$ cat src/rtl/core_bus_arbiter_pkg.sv
// Shared definitions for the core-side bus arbiter: FSM state codes, cbus
// request/response records and size codes.
package core_bus_arbiter_pkg;

    localparam logic [2:0] ST_IDLE  = 3'd0;
    localparam logic [2:0] ST_IBUSY = 3'd1;
    localparam logic [2:0] ST_DBUSY = 3'd2;
    localparam logic [2:0] ST_IRESP = 3'd3;
    localparam logic [2:0] ST_DRESP = 3'd4;

    typedef enum logic [2:0] {
        SIZE_1B = 3'd0,
        SIZE_2B = 3'd1,
        SIZE_4B = 3'd2,
        SIZE_8B = 3'd3
    } size_e;

    typedef struct packed {
        logic        valid;
        logic [2:0]  size;
        logic [63:0] addr;
        logic [7:0]  strobe;
        logic [63:0] data;
    } cbus_req_t;

    typedef struct packed {
        logic        ready;
        logic        last;
        logic [63:0] data;
    } cbus_resp_t;

    // A fetch returns the 32-bit half of the 64-bit beat selected by addr[2].
    function automatic logic [31:0] fetch_word(input logic [63:0] beat, input logic hi);
        return hi ? beat[63:32] : beat[31:0];
    endfunction

endpackage

$ cat src/rtl/core_bus_arbiter.sv
// Merges the core's fetch (ibus) and load/store (dbus) requests onto one
// single-beat memory bus; data side wins unless fetch has been starved.
//
//   state    | meaning
//   ---------+-------------------------------------------------------------
//   ST_IDLE  | no transaction; arbitrate between ireq and dreq
//   ST_IBUSY | fetch latched on cbus, waiting for the last beat
//   ST_DBUSY | data access latched on cbus, waiting for the last beat
//   ST_IRESP | one-cycle addr_ok/data_ok to the fetch side
//   ST_DRESP | one-cycle addr_ok/data_ok to the data side
module core_bus_arbiter
    import core_bus_arbiter_pkg::*;
#(
    parameter int         STARVE_LIMIT = 4,
    parameter logic [2:0] FETCH_SIZE   = 3'b010
) (
    input  logic        clk,
    input  logic        reset,

    input  logic        ireq_valid,
    input  logic [63:0] ireq_addr,
    output logic        iresp_addr_ok,
    output logic        iresp_data_ok,
    output logic [31:0] iresp_data,

    input  logic        dreq_valid,
    input  logic [63:0] dreq_addr,
    input  logic [2:0]  dreq_size,
    input  logic [7:0]  dreq_strobe,
    input  logic [63:0] dreq_data,
    output logic        dresp_addr_ok,
    output logic        dresp_data_ok,
    output logic [63:0] dresp_data,

    output logic        creq_valid,
    output logic        creq_is_write,
    output logic [2:0]  creq_size,
    output logic [63:0] creq_addr,
    output logic [7:0]  creq_strobe,
    output logic [63:0] creq_data,
    input  logic        cresp_ready,
    input  logic        cresp_last,
    input  logic [63:0] cresp_data
);

    localparam int              CNT_W = (STARVE_LIMIT < 1) ? 1 : $clog2(STARVE_LIMIT + 1);
    localparam logic [CNT_W-1:0] LIMIT = CNT_W'(STARVE_LIMIT);

    logic [2:0]       state;
    cbus_req_t        req_q;
    cbus_resp_t       resp;
    logic [CNT_W-1:0] starve_cnt;
    logic [31:0]      iresp_data_q;
    logic [63:0]      dresp_data_q;
    logic             starve_hit;
    logic             grant_d;
    logic             grant_i;
    logic             last_beat;

    assign resp      = '{ready: cresp_ready, last: cresp_last, data: cresp_data};
    assign last_beat = resp.ready && resp.last;

    always_comb begin
        starve_hit = ireq_valid && (STARVE_LIMIT != 0) && (starve_cnt == LIMIT);
        grant_d    = dreq_valid && !starve_hit;
        grant_i    = ireq_valid && !grant_d;
    end

    always_ff @(posedge clk) begin
        if (reset) begin
            state        <= ST_IDLE;
            req_q        <= '0;
            starve_cnt   <= '0;
            iresp_data_q <= '0;
            dresp_data_q <= '0;
        end else begin
            case (state)
                ST_IDLE: begin
                    if (grant_d) begin
                        state <= ST_DBUSY;
                        req_q <= '{valid: 1'b1, size: dreq_size, addr: dreq_addr,
                                   strobe: dreq_strobe, data: dreq_data};
                        // Only grants taken while fetch waits count toward starvation.
                        if (!ireq_valid)
                            starve_cnt <= '0;
                        else if (starve_cnt != LIMIT)
                            starve_cnt <= starve_cnt + 1'b1;
                    end else if (grant_i) begin
                        state      <= ST_IBUSY;
                        req_q      <= '{valid: 1'b1, size: FETCH_SIZE, addr: ireq_addr,
                                        strobe: 8'h00, data: 64'h0};
                        starve_cnt <= '0;
                    end
                end
                ST_IBUSY: begin
                    if (last_beat) begin
                        req_q.valid  <= 1'b0;
                        iresp_data_q <= fetch_word(resp.data, req_q.addr[2]);
                        state        <= ST_IRESP;
                    end
                end
                ST_DBUSY: begin
                    if (last_beat) begin
                        req_q.valid  <= 1'b0;
                        dresp_data_q <= resp.data;
                        state        <= ST_DRESP;
                    end
                end
                ST_IRESP, ST_DRESP: state <= ST_IDLE;
                default:            state <= ST_IDLE;
            endcase
        end
    end

    assign iresp_addr_ok = (state == ST_IRESP);
    assign iresp_data_ok = (state == ST_IRESP);
    assign iresp_data    = iresp_data_q;
    assign dresp_addr_ok = (state == ST_DRESP);
    assign dresp_data_ok = (state == ST_DRESP);
    assign dresp_data    = dresp_data_q;

    assign creq_valid    = req_q.valid;
    assign creq_is_write = |req_q.strobe;
    assign creq_size     = req_q.size;
    assign creq_addr     = req_q.addr;
    assign creq_strobe   = req_q.strobe;
    assign creq_data     = req_q.data;

endmodule
$ cat config.mk
export PLATFORM = sky130hd
export DESIGN_NAME = core_bus_arbiter
export DESIGN_NICKNAME = d
export VERILOG_FILES = /design/src/rtl/core_bus_arbiter_pkg.sv /design/src/rtl/core_bus_arbiter.sv
export SDC_FILE = /design/constraint.sdc
export NUM_CORES = 1
export LEC_CHECK = 0
export BUFFER_PORTS_ARGS = -buffer_cell sky130_fd_sc_hd__buf_4
export CAP_MARGIN = 25
export CORE_AREA = 2 2 201 203
export CTS_BUF_LIST = sky130_fd_sc_hd__clkbuf_16
export DETAILED_ROUTE_END_ITERATION = 7
export DIE_AREA = 0 0 203 205
export SYNTH_ARGS = -nofsm -noshare
export SYNTH_HDL_FRONTEND = slang
export SYNTH_SLANG_ARGS = --single-unit
$ cat constraint.sdc
create_clock -name clk -period 2 [get_ports clk]
set_clock_uncertainty 0.15 [all_clocks]
set_input_delay 0.1 -clock clk [delete_from_list [all_inputs] [get_ports clk]]
set_output_delay 0.1 -clock clk [all_outputs]
set_load 0.01 [all_outputs]
==> reports/qor.csv <==
stage,metric,value,unit
yosys,dominant cells by area after synthesis,"dfxtp_1, a21oi_1, o21ai_0",
timing,Setup TNS,0,ps
yosys,Synth Area per Inst,8.46,um2
status,status,"complete, no violations",
layout,synth-to-layout area growth,79.0,%
setup_path,CP arrival,1690,ps
timing,# setup viols final,0,
yosys,predominant post-synthesis flop cell,dfxtp_1,
floorplan,FP Rows,73,
setup_path,CP Buf/Inv Count,2,
timing,post-route clock period utilization,97.2,%
detailed_routing,vias,13000,
yosys,"EDFF count, synth",0,
yosys,Yosys top cell by area,dfxtp_1,
layout,Layout Cells excl Fill,2471,
power_and_ir_drop,Peak VDD IR,617,uV
detailed_routing,final WL,47800,um
global_route,first-pass GRT wire length,72300,um
timing,Final Slew Violations,0,
placement,port buffer count,513,
setup_path,critical path class,flip-flop to output port,
yosys,Post-Syn Instances,1221,
cts,CTS tree,yes,
cts,Worst-path clk slew,60,ps
setup_path,CP endpoint kind,output port,
placement,DPL Wire Length,29600,um
global_route,GRT Residual Overflow,0,
yosys,"Seq/Total Area, Yosys",46.9,%
floorplan,Die Height,205,um
cts,CTS root buf,clkbuf_16,
cts,CTS buffer count,28,
setup_path,"Largest stage delay, worst path",460,ps
yosys,dominant cell by count in the synthesized netlist,dfxtp_1,
power_and_ir_drop,pwr/cell area,749,nW/um2
placement,Placed Cells,2145,
floorplan,Core Area,39400,um2
floorplan,num ports,514,
yosys,Synth cell types,41,
setup_path,"CP delay by family, top",flip-flops,
detailed_routing,Pre-antenna DRT Iters,5,
timing,fin crit period,1940,ps
setup_path,CP cell instances,buf_4 -> nor3b_4 -> buf_4,
cts,clk sinks,242,
yosys,Synth Cell Area,10300,um2
global_route,largest net degree at the start of global routing,139,
yosys,Post-Syn Nets,1496,
yosys,"top cells by count, synth","dfxtp_1, a21oi_1, o21ai_0",
cts,Longest Clk Path Bufs,3,
setup_path,Worst Setup Start Kind,flip-flop,
floorplan,initial core utilization,26.2,%
timing,RSZ-0062 raised after global routing,false,
detailed_routing,Vias per Instance,5.25,
global_route,number of global-route vias before repair,12900,
floorplan,Die X,203,um
power_and_ir_drop,LEAKAGE,7.53,nW
yosys,yosys warns,0,
global_route,initial antenna violation count,2,
layout,layout cells sized above 1,31.9,%
setup_path,cell with the largest stage delay on the worst path,dfxtp_1,
timing,Final Hold Fails,0,
detailed_routing,Antenna Nets Post-Route,0,
yosys,Synth top area share,46.9,%
setup_path,cell repeated most along the worst path,buf_4,
setup_path,Required @ worst endpoint,1750,ps
timing,achievable frequency,0.515,GHz
setup_path,Crit Path Max Fanout,7,
yosys,asr flop ratio synth,0,%
detailed_routing,post-DR wirelength/cell,19.4,um
timing,Max-slew headroom,51.5,%
layout,Final nets,2198,
placement,Placer Congestion,0.858,
global_route,gr usage total,21.5,%
cts,CTS H-tree depth,1,
flow_run,Max-Cap Viols,0,
yosys,post-synthesis register bit count,242,
timing,Worst Tran Pin Value,727,ps
cts,worst skew pair latency,560,ps
min_path,type of the worst min-delay path,input pin to flip-flop,
detailed_routing,initial DRC count,881,
floorplan,Die Area,41600,um2
detailed_routing,Post-route DRC,0,
## kinds of logic (layout without fill, tap and decap cells)
family	Yosys count	after routing	share of synthesized area (%)
AOI/OAI and AO/OA	543	543	29.7
xor gates and xnor gates	1	1	0.0848
adders and majority gates	2	2	0.242
buffers and inverters	171	895	7.33
DFF	242	242	46.9
muxes	32	32	3.10
other	0	1	0
and+or+nand+nor	230	230	12.6
## registers in the layout, indices dropped and copies added, names as in the netlist
name / count
creq_addr: 64
creq_data: 64
dresp_data: 64
iresp_data: 32
creq_strobe: 8
creq_size: 3
starve_cnt: 3
state: 3
creq_valid: 1
## stage by stage
| step | utilization [%] | hold slack [ps] | instance area, um2 | power, mW | setup slack, ps |
|---|---|---|---|---|---|
| after floorplan | - | 97.7 | 10300 | 6.87 | 149 |
| after global placement | 37.7 | 217 | 14800 | 8.40 | 107 |
| after detailed placement | 37.7 | 217 | 14800 | 8.43 | 84.3 |
| after CTS | 46.9 | 185 | 18500 | 13.9 | 6.88 |
| after global routing | 47.0 | 195 | 18500 | 14.4 | 18.3 |
| final | 47.0 | 217 | 18500 | 13.8 | 56.9 |
## routing by layer
metal	vias to the layer above	GRT usage [%]	share of wire, %	wire length [um]
met5	-	0	0.027	13
met4	2	10.2	4.8	2310
met3	143	4.69	7.7	3700
met2	685	36.5	49	23300
met1	6135	25.9	39	18500
li1	6004	-	-	-
## final timing paths
path | end | from | cells after the start | slack (ps)
max | iresp_addr_ok | state[1] | 3 | 60
min | dresp_data[24] | cresp_data[24] | 4 | 220
min reg2reg | dresp_data[58] | dresp_data[58] | 2 | 320
max reg2reg | creq_data[47] | starve_cnt[0] | 8 | 100
## tightest hold or removal path, stage by stage
cell	delay (ps)
dlygate4sd3_1	530
buf_4	130
nand3_1	60
a21oi_1	50
## placed cells by master (no fill, tap or decap), types with 3 or more instances in the layout
| master | instances |
|---|---|
| buf_12 | 25 |
| clkbuf_16 | 29 |
| inv_1 | 8 |
| dfxtp_1 | 239 |
| a311oi_1 | 64 |
| dlygate4sd3_1 | 273 |
| buf_4 | 536 |
| a211oi_1 | 32 |
| buf_6 | 4 |
| mux2i_1 | 32 |
| dfxtp_2 | 3 |
| o21ai_0 | 203 |
| nand2_1 | 4 |
| nand4_1 | 76 |
| a21oi_2 | 3 |
| nand3_1 | 131 |
| a21oi_1 | 232 |
| clkinv_1 | 10 |
| clkinv_2 | 4 |
## cell type report
| class | instances | area [um2] |
|---|---|---|
| fillers | 3644 | 20900 |
| repair buffers | 838 | 7300 |
| flip-flops and latches | 242 | 4850 |
| multi-input cells | 808 | 4780 |
| clock buffers | 29 | 726 |
| well taps | 525 | 657 |
| clock inverters | 23 | 153 |
| inverters | 5 | 18.8 |
| diodes | 1 | 2.50 |
## where the power goes
part           total, mW  internal (mW)  switching (mW)
sequential          5.41           5.18           0.225
clock               5.01           2.86            2.15
combinational       3.43           1.73            1.70
## repair_timing
action                                  4_1_cts  5_1_grt
endpoints found under the setup margin        2       17
gates resized for setup                       2        7
endpoints found under the hold margin       240        0
buffers inserted                              0        0
cloned                                        0        0
hold buffers                                273        0
Note: power is estimated with default switching activity, not from simulation.
